===== src/rtl/spi_device_byte.sv =====
// SPI mode-0 target: synchronizes SCK/CSB/MOSI into clk_i, deserialises received bytes
// and shifts a one-entry transmit holding register out on MISO, MSB first.
module spi_device_byte #(
  parameter int unsigned SyncStages  = 2,
  parameter logic [7:0]  DefaultByte = 8'hFF
) (
  input  logic       clk_i,
  input  logic       rst_ni,
  input  logic       sck_i,
  input  logic       csb_i,
  input  logic       mosi_i,
  output logic       miso_o,
  output logic       miso_oe_o,
  input  logic [7:0] tx_data_i,
  input  logic       tx_valid_i,
  output logic       tx_ready_o,
  output logic [7:0] rx_data_o,
  output logic       rx_valid_o,
  output logic       tx_underrun_o,
  output logic       busy_o
);

  localparam int unsigned ByteW = 8;
  localparam int unsigned CntW  = 3;

  typedef enum logic {IDLE, ACTIVE} state_e;

  state_e                state_q, state_d;
  logic [SyncStages-1:0] sck_sync_q, sck_sync_d;
  logic [SyncStages-1:0] csb_sync_q, csb_sync_d;
  logic [SyncStages-1:0] mosi_sync_q, mosi_sync_d;
  logic                  sck_d_q;
  logic [CntW-1:0]       bit_cnt_q, bit_cnt_d;
  logic [ByteW-1:0]      rx_sr_q, rx_sr_d;
  logic [ByteW-1:0]      tx_sr_q, tx_sr_d;
  logic [ByteW-1:0]      hold_q, hold_d;
  logic                  tx_ready_q, tx_ready_d;
  logic [ByteW-1:0]      rx_data_q, rx_data_d;
  logic                  rx_valid_q, rx_valid_d;
  logic                  underrun_q, underrun_d;
  logic                  miso_q, miso_d;
  logic                  miso_oe_q, miso_oe_d;
  logic                  busy_q, busy_d;

  logic             sck_s, csb_s, mosi_s;
  logic             rise_c, fall_c, active_c;
  logic [ByteW-1:0] next_byte_c;

  always_comb begin
    sck_sync_d  = {sck_sync_q[SyncStages-2:0], sck_i};
    csb_sync_d  = {csb_sync_q[SyncStages-2:0], csb_i};
    mosi_sync_d = {mosi_sync_q[SyncStages-2:0], mosi_i};
    sck_s       = sck_sync_q[SyncStages-1];
    csb_s       = csb_sync_q[SyncStages-1];
    mosi_s      = mosi_sync_q[SyncStages-1];
    rise_c      = sck_s & ~sck_d_q;
    fall_c      = ~sck_s & sck_d_q;
    active_c    = (state_q == ACTIVE) & ~csb_s;
    next_byte_c = tx_ready_q ? DefaultByte : hold_q;

    state_d    = csb_s ? IDLE : ACTIVE;
    busy_d     = ~csb_s;
    bit_cnt_d  = bit_cnt_q;
    rx_sr_d    = rx_sr_q;
    tx_sr_d    = tx_sr_q;
    hold_d     = hold_q;
    tx_ready_d = tx_ready_q;
    rx_data_d  = rx_data_q;
    rx_valid_d = 1'b0;
    underrun_d = 1'b0;
    miso_d     = miso_q;
    miso_oe_d  = miso_oe_q;

    if (!active_c) begin
      bit_cnt_d = '0;
      miso_d    = 1'b0;
      miso_oe_d = 1'b0;
    end else begin
      miso_oe_d = 1'b1;
      if (rise_c) begin
        rx_sr_d   = {rx_sr_q[ByteW-2:0], mosi_s};
        bit_cnt_d = bit_cnt_q + CntW'(1);
        if (bit_cnt_q == CntW'(7)) begin
          rx_data_d  = rx_sr_d;
          rx_valid_d = 1'b1;
        end
      end
      // At a byte boundary MISO only peeks; the byte is consumed on the first rise.
      if (bit_cnt_q == '0) begin
        miso_d = next_byte_c[ByteW-1];
        if (rise_c) begin
          tx_sr_d    = next_byte_c;
          underrun_d = tx_ready_q;
        end
      end else if (fall_c) begin
        tx_sr_d = {tx_sr_q[ByteW-2:0], 1'b0};
        miso_d  = tx_sr_q[ByteW-2];
      end
    end

    // A write coinciding with a consume fills the register for the following byte.
    if (tx_valid_i && tx_ready_q) begin
      hold_d     = tx_data_i;
      tx_ready_d = 1'b0;
    end else if (active_c && rise_c && (bit_cnt_q == '0)) begin
      tx_ready_d = 1'b1;
    end
  end

  always_ff @(posedge clk_i or negedge rst_ni) begin
    if (!rst_ni) begin
      state_q     <= IDLE;
      sck_sync_q  <= '0;
      csb_sync_q  <= '1;
      mosi_sync_q <= '0;
      sck_d_q     <= 1'b0;
      bit_cnt_q   <= '0;
      rx_sr_q     <= '0;
      tx_sr_q     <= '0;
      hold_q      <= '0;
      tx_ready_q  <= 1'b1;
      rx_data_q   <= '0;
      rx_valid_q  <= 1'b0;
      underrun_q  <= 1'b0;
      miso_q      <= 1'b0;
      miso_oe_q   <= 1'b0;
      busy_q      <= 1'b0;
    end else begin
      state_q     <= state_d;
      sck_sync_q  <= sck_sync_d;
      csb_sync_q  <= csb_sync_d;
      mosi_sync_q <= mosi_sync_d;
      sck_d_q     <= sck_s;
      bit_cnt_q   <= bit_cnt_d;
      rx_sr_q     <= rx_sr_d;
      tx_sr_q     <= tx_sr_d;
      hold_q      <= hold_d;
      tx_ready_q  <= tx_ready_d;
      rx_data_q   <= rx_data_d;
      rx_valid_q  <= rx_valid_d;
      underrun_q  <= underrun_d;
      miso_q      <= miso_d;
      miso_oe_q   <= miso_oe_d;
      busy_q      <= busy_d;
    end
  end

  assign miso_o        = miso_q;
  assign miso_oe_o     = miso_oe_q;
  assign tx_ready_o    = tx_ready_q;
  assign rx_data_o     = rx_data_q;
  assign rx_valid_o    = rx_valid_q;
  assign tx_underrun_o = underrun_q;
  assign busy_o        = busy_q;

endmodule


===== config.mk =====
export PLATFORM = sky130hd
export DESIGN_NAME = spi_device_byte
export DESIGN_NICKNAME = d
export VERILOG_FILES = /design/src/rtl/spi_device_byte.sv
export SDC_FILE = /design/constraint.sdc
export NUM_CORES = 1
export LEC_CHECK = 0
export CAP_MARGIN = 30
export CORE_MARGIN = 8
export CORE_UTILIZATION = 50
export CTS_BUF_LIST = sky130_fd_sc_hd__clkbuf_2 sky130_fd_sc_hd__clkbuf_4 sky130_fd_sc_hd__clkbuf_8
export CTS_CLUSTER_DIAMETER = 120
export CTS_CLUSTER_SIZE = 14
export DETAILED_ROUTE_END_ITERATION = 8
export GPL_TIMING_DRIVEN = 0
export PLACE_DENSITY = 0.75
export SLEW_MARGIN = 10
export SYNTH_ARGS = -nofsm -noshare
export SYNTH_HDL_FRONTEND = slang
export SYNTH_SLANG_ARGS = --single-unit

===== constraint.sdc =====
create_clock -name clk_i -period 4.29 [get_ports clk_i]
set_input_delay 1.287 -clock clk_i [delete_from_list [all_inputs] [get_ports clk_i]]
set_output_delay 1.287 -clock clk_i [all_outputs]
set_load 0.01 [all_outputs]

# Yosys cells after proc, flatten, opt, wreduce, memory -nomap -nowiden
# Cells that the tools add are included.
# word_totals
memories	0
mem_bits_ro	0
ff_bits	47
output_inout_bits	14
ramBits	0
latchBits	0
# op_classes
mul	0
n_div	0
magnitude_cmp	0
shifts	0
muxes	19
n_eq_ne	4
add_sub_neg	1
n_bitwise	6
reduce_logical	9
# op_table
operator	n
7-bit 2-to-1 mux	3
1-bit 2-to-1 mux	13
8-bit 2-to-1 mux	1
3-bit 2-to-1 mux	2
3-bit AND reduction	2
2-bit inequality test (second input constant)	2
2-bit nonzero test	2
3-bit by 1-bit adder with 3-bit output (second input constant)	1
1-bit AND	3
3-bit == test (second input constant)	1
1-bit logical AND	3
3-bit zero test	1
3-bit by 2-bit inequality test with 1-bit output (second input constant)	1
1-bit NOT	3
2-bit AND reduction	1

# Logic depth before layout (Yosys ltp)
# Gate-level depths: netlist of the first run.
# depth
ltp_word	6
depth_mapped	8
mapped_depth_nobuf	6

# Least setup slack after synthesis of the first run
# Ideal clock, no wire load.
# synth_timing
path_kind	in2reg
start	input tx_valid_i
end	register hold_q[0]
setup_ns	0.125
path_buffers	0
t_arrival_ns	1.837
setup_slack_ns	2.328
cell_stages	2
cell_sequence	nand2_1 -> mux2_2
# synth_between
elab_chain_len	1
# synth_rtl
item	line	source
start, declared	15	input logic tx_valid_i,
1-bit logical AND	102	if (tx_valid_i && tx_ready_q) begin
end signal, assigned	137	hold_q <= hold_d;
end, declared	36	logic [ByteW-1:0] hold_q, hold_d;
# Every way passes these cells.
# A chain may end at the register's enable or synchronous reset.

# Final worst setup path of the first run
# layout_timing
start	register tx_ready_q, in the netlist tx_ready_o
end	output tx_ready_o
# layout_lines
item	line	source
start, declared	37	logic tx_ready_q, tx_ready_d;
start signal, assigned	138	tx_ready_q <= tx_ready_d;
end, declared	16	output logic tx_ready_o,
# No word-level cell between the ends.

==> results of run 1 <==
per-layer routing:
layer	vias to the layer above	GRT usage, %
met5	-	0
met2	19	17.5
met1	511	14.2
li1	509	-
met4	0	5.66
met3	6	3.96
synthesized netlist by cell type:
cell type	number
nor2b_2	1
mux2i_1	6
nor2_8	1
nand2_1	2
o21ai_0	2
nor2_1	16
and3_1	1
buf_6	2
nand2b_2	1
o21a_1	1
mux2_2	15
dfstp_2	3
nand2b_1	2
mux2_1	8
xnor2_1	1
ha_1	3
nand2_4	1
dfrtp_1	43
clkbuf_1	1
buf_4	1
and2_1	1
a21oi_1	6
mux2_4	6
buf_2	1
inv_1	6
how the worst min path moves through the flow:
| stage | endpoint | cells after the start | slack, ps |
|---|---|---|---|
| finish | mosi_sync_q[1] | 0 | 350 |
| global route | csb_sync_q[1] | 0 | 360 |
| CTS | mosi_sync_q[1] | 0 | 350 |
| detailed placement | sck_sync_q[1] | 0 | 340 |
| global placement | mosi_sync_q[1] | 0 | 330 |
| floorplan | mosi_sync_q[1] | 0 | 330 |
registers in the layout (all words and copies together) (netlist names), 2 cells and up:
register / cells
hold_q: 8
rx_data_o: 8
rx_sr_q: 7
tx_sr_q: 7
bit_cnt_q: 3
csb_sync_q: 2
mosi_sync_q: 2
sck_sync_q: 2
where the power goes:
part / internal (mW) / switching (mW)
logic: 0.107 / 0.0572
clock network: 0.136 / 0.135
registers: 0.515 / 0.0461
stage by stage:
step / power (mW) / area, µm² / hold slack, ps
6_report: 0.997 / 2310 / 349
5_1_grt: 1.05 / 2310 / 362
4_1_cts: 1.00 / 2310 / 351
3_5_place_dp: 0.735 / 2210 / 339
3_3_place_gp: 0.721 / 2190 / 334
2_1_floorplan: 0.676 / 1860 / 331
cell families after synthesis:
family,count (synthesis),share of synthesized area (%)
compound gates,9,2.56
buf+inv,11,3.29
mux,35,22.0
flops,46,62.1
simple gates,26,7.60
fa+ha+maj,3,2.02
xor+xnor,1,0.471
area by class of cell:
| class | instances | share of cell area, % |
|---|---|---|
| plain buffers | 5 | 1.68 |
| clock buffers | 7 | 3.90 |
| clock inverters | 1 | 0.217 |
| inverters | 6 | 0.976 |
| multi-input cells | 74 | 27.9 |
| flip-flops and latches | 46 | 50.0 |
| well taps | 48 | 2.60 |
| repair buffers | 28 | 12.7 |
==> out/metrics.yaml, run 1 <==
tns_ps: 0
period_share_pct: 62.1
cpPeakStageDelay_ps: 550
outcome: "finished clean"
layout_min_cycle_time_ps: 2670
drc: 0
cts_htree_levels: 2
tritoncts: "built"
reg2reg_depth: 8
wirelength_met1_um: 1410
synthCells: 131
critPathMaxFanout: 3
cts.sinks: 46
routed_via_density: 4.86
final_common_cell: "dfrtp_1"
fmax_mhz: 375
endpoint_kind: "output port"
setup.worst_path.end: "tx_ready_o"
setup_ws_ps: 1620
critPathSlowestCell: "dfstp_2"
tightest_slew_ps: 560
grt-ovfl-total: 0
wl_met3_um: 131
cp_cell_sequence: "clkdlybuf4s50_1"
setup_viol: 0
path_buf_inv: 1
crit_family: "flip-flops"
crit_type: "reg -> out"
clk_pin_slew_worst_paths_ps: 80
yosys-top-cells-area: "dfrtp_1 58%, mux2_2 9.1%, mux2_1 4.8%"
portBuffers: 27
min_from: "mosi_sync_q[0]"
wl_per_cell_um: 14.5
critPathLaunchType: "flop"
die_h_um: 77
synth_top_area_share_pct: 57.8
clock_skew_ps: 7.02
syn_nets: 148
gp_congestion: 0.769
antenna_found_initial: 0
first_iter_violations: 46
n_antenna_cell: 0
post_cts_resized: 0
arrival_ps: 1380
cts_root_buf: "clkbuf_8"
drv_slew: 0
regArea_mm2: 0.00115
ant_nets: 0
syn-mean-instance-area_um2: 14.2
final_cell_mix: "43 x dfrtp_1, 26 x clkdlybuf4s50_1, 16 x nor2_1, 15 x mux2_2, 8 x mux2_1"
grt_setup_unrepaired: "false"
ios: 28
vias: 1045
final_nets: 183
coreArea_mm2: 0.00363
cts-buffers-inserted: 5
path_depth: 1
cts_setup_buffers: 0
grt_pass1_vias: 1152
r2r_setup_slack_ps: 2480
dieArea_mm2: 0.00593
grt_util_all_layers_pct: 11.5
drtPass1Iterations: 4
r2r-end: "tx_sr_q[5]"
dp.cells: 207
crit_start: "tx_ready_o"
cts_buffer_depth: 2
holdBufCountCts: 0
power.leakage_nw: 1.13
yosysWarningCount: 0
initial_core_util_pct: 51.2
hold_violations: 0
dr.max_layer_used: "met4"
rr_startpoint: "bit_cnt_q[0]"
slew_headroom_pct: 62.7
die_w_um: 77
met2WireLength_um: 1520
syn-cell-area_mm2: 0.00186
hpwl_um: 2270
drive_gt1_share_pct: 25.1
pre_cts_ws_ps: 1780
grt_pass1_wl_um: 5510
synth_top_area_cell: "dfrtp_1"
yosysSeqAreaShare_pct: 62.1
maxCapViolCount: 0
grt_max_degree: 25
utilization_pct: 63.5
powerDensity_mw_per_mm2: 432
multi_input_area_um2: 644
vdd_ir_drop_max_mv: 0.323
finalWirelength_um: 3110
yosysUniqueCellTypes: 25
rows: 22
cp_data_required_time_ps: 3000
clk_latency_ps: 290
min_path_type: "reg -> reg"
fin_cells: 215
nFillCells: 297
area_growth_pct: 24.1
synth-seq-cells: 46
Power figures use the tool's default switching activity.
==> run 2, diff against run 1 <==
==> constraint.sdc (replaced) <==
create_clock -name clk_i -period 2.73 [get_ports clk_i]
set_input_delay 0.819 -clock clk_i [delete_from_list [all_inputs] [get_ports clk_i]]
set_output_delay 0.819 -clock clk_i [all_outputs]
set_load 0.01 [all_outputs]
==> results of run 2 <==
The final DEF is identical to that of run 1. Status: finished clean.
Among the figures that moved: setup slack after placement 1780 ps -> 690 ps; setup slack after layout 1620 ps -> 532 ps; register-to-register setup slack 2480 ps -> 920 ps; total power 0.997 mW -> 1.57 mW; worst IR drop on VDD 0.323 mV -> 0.507 mV
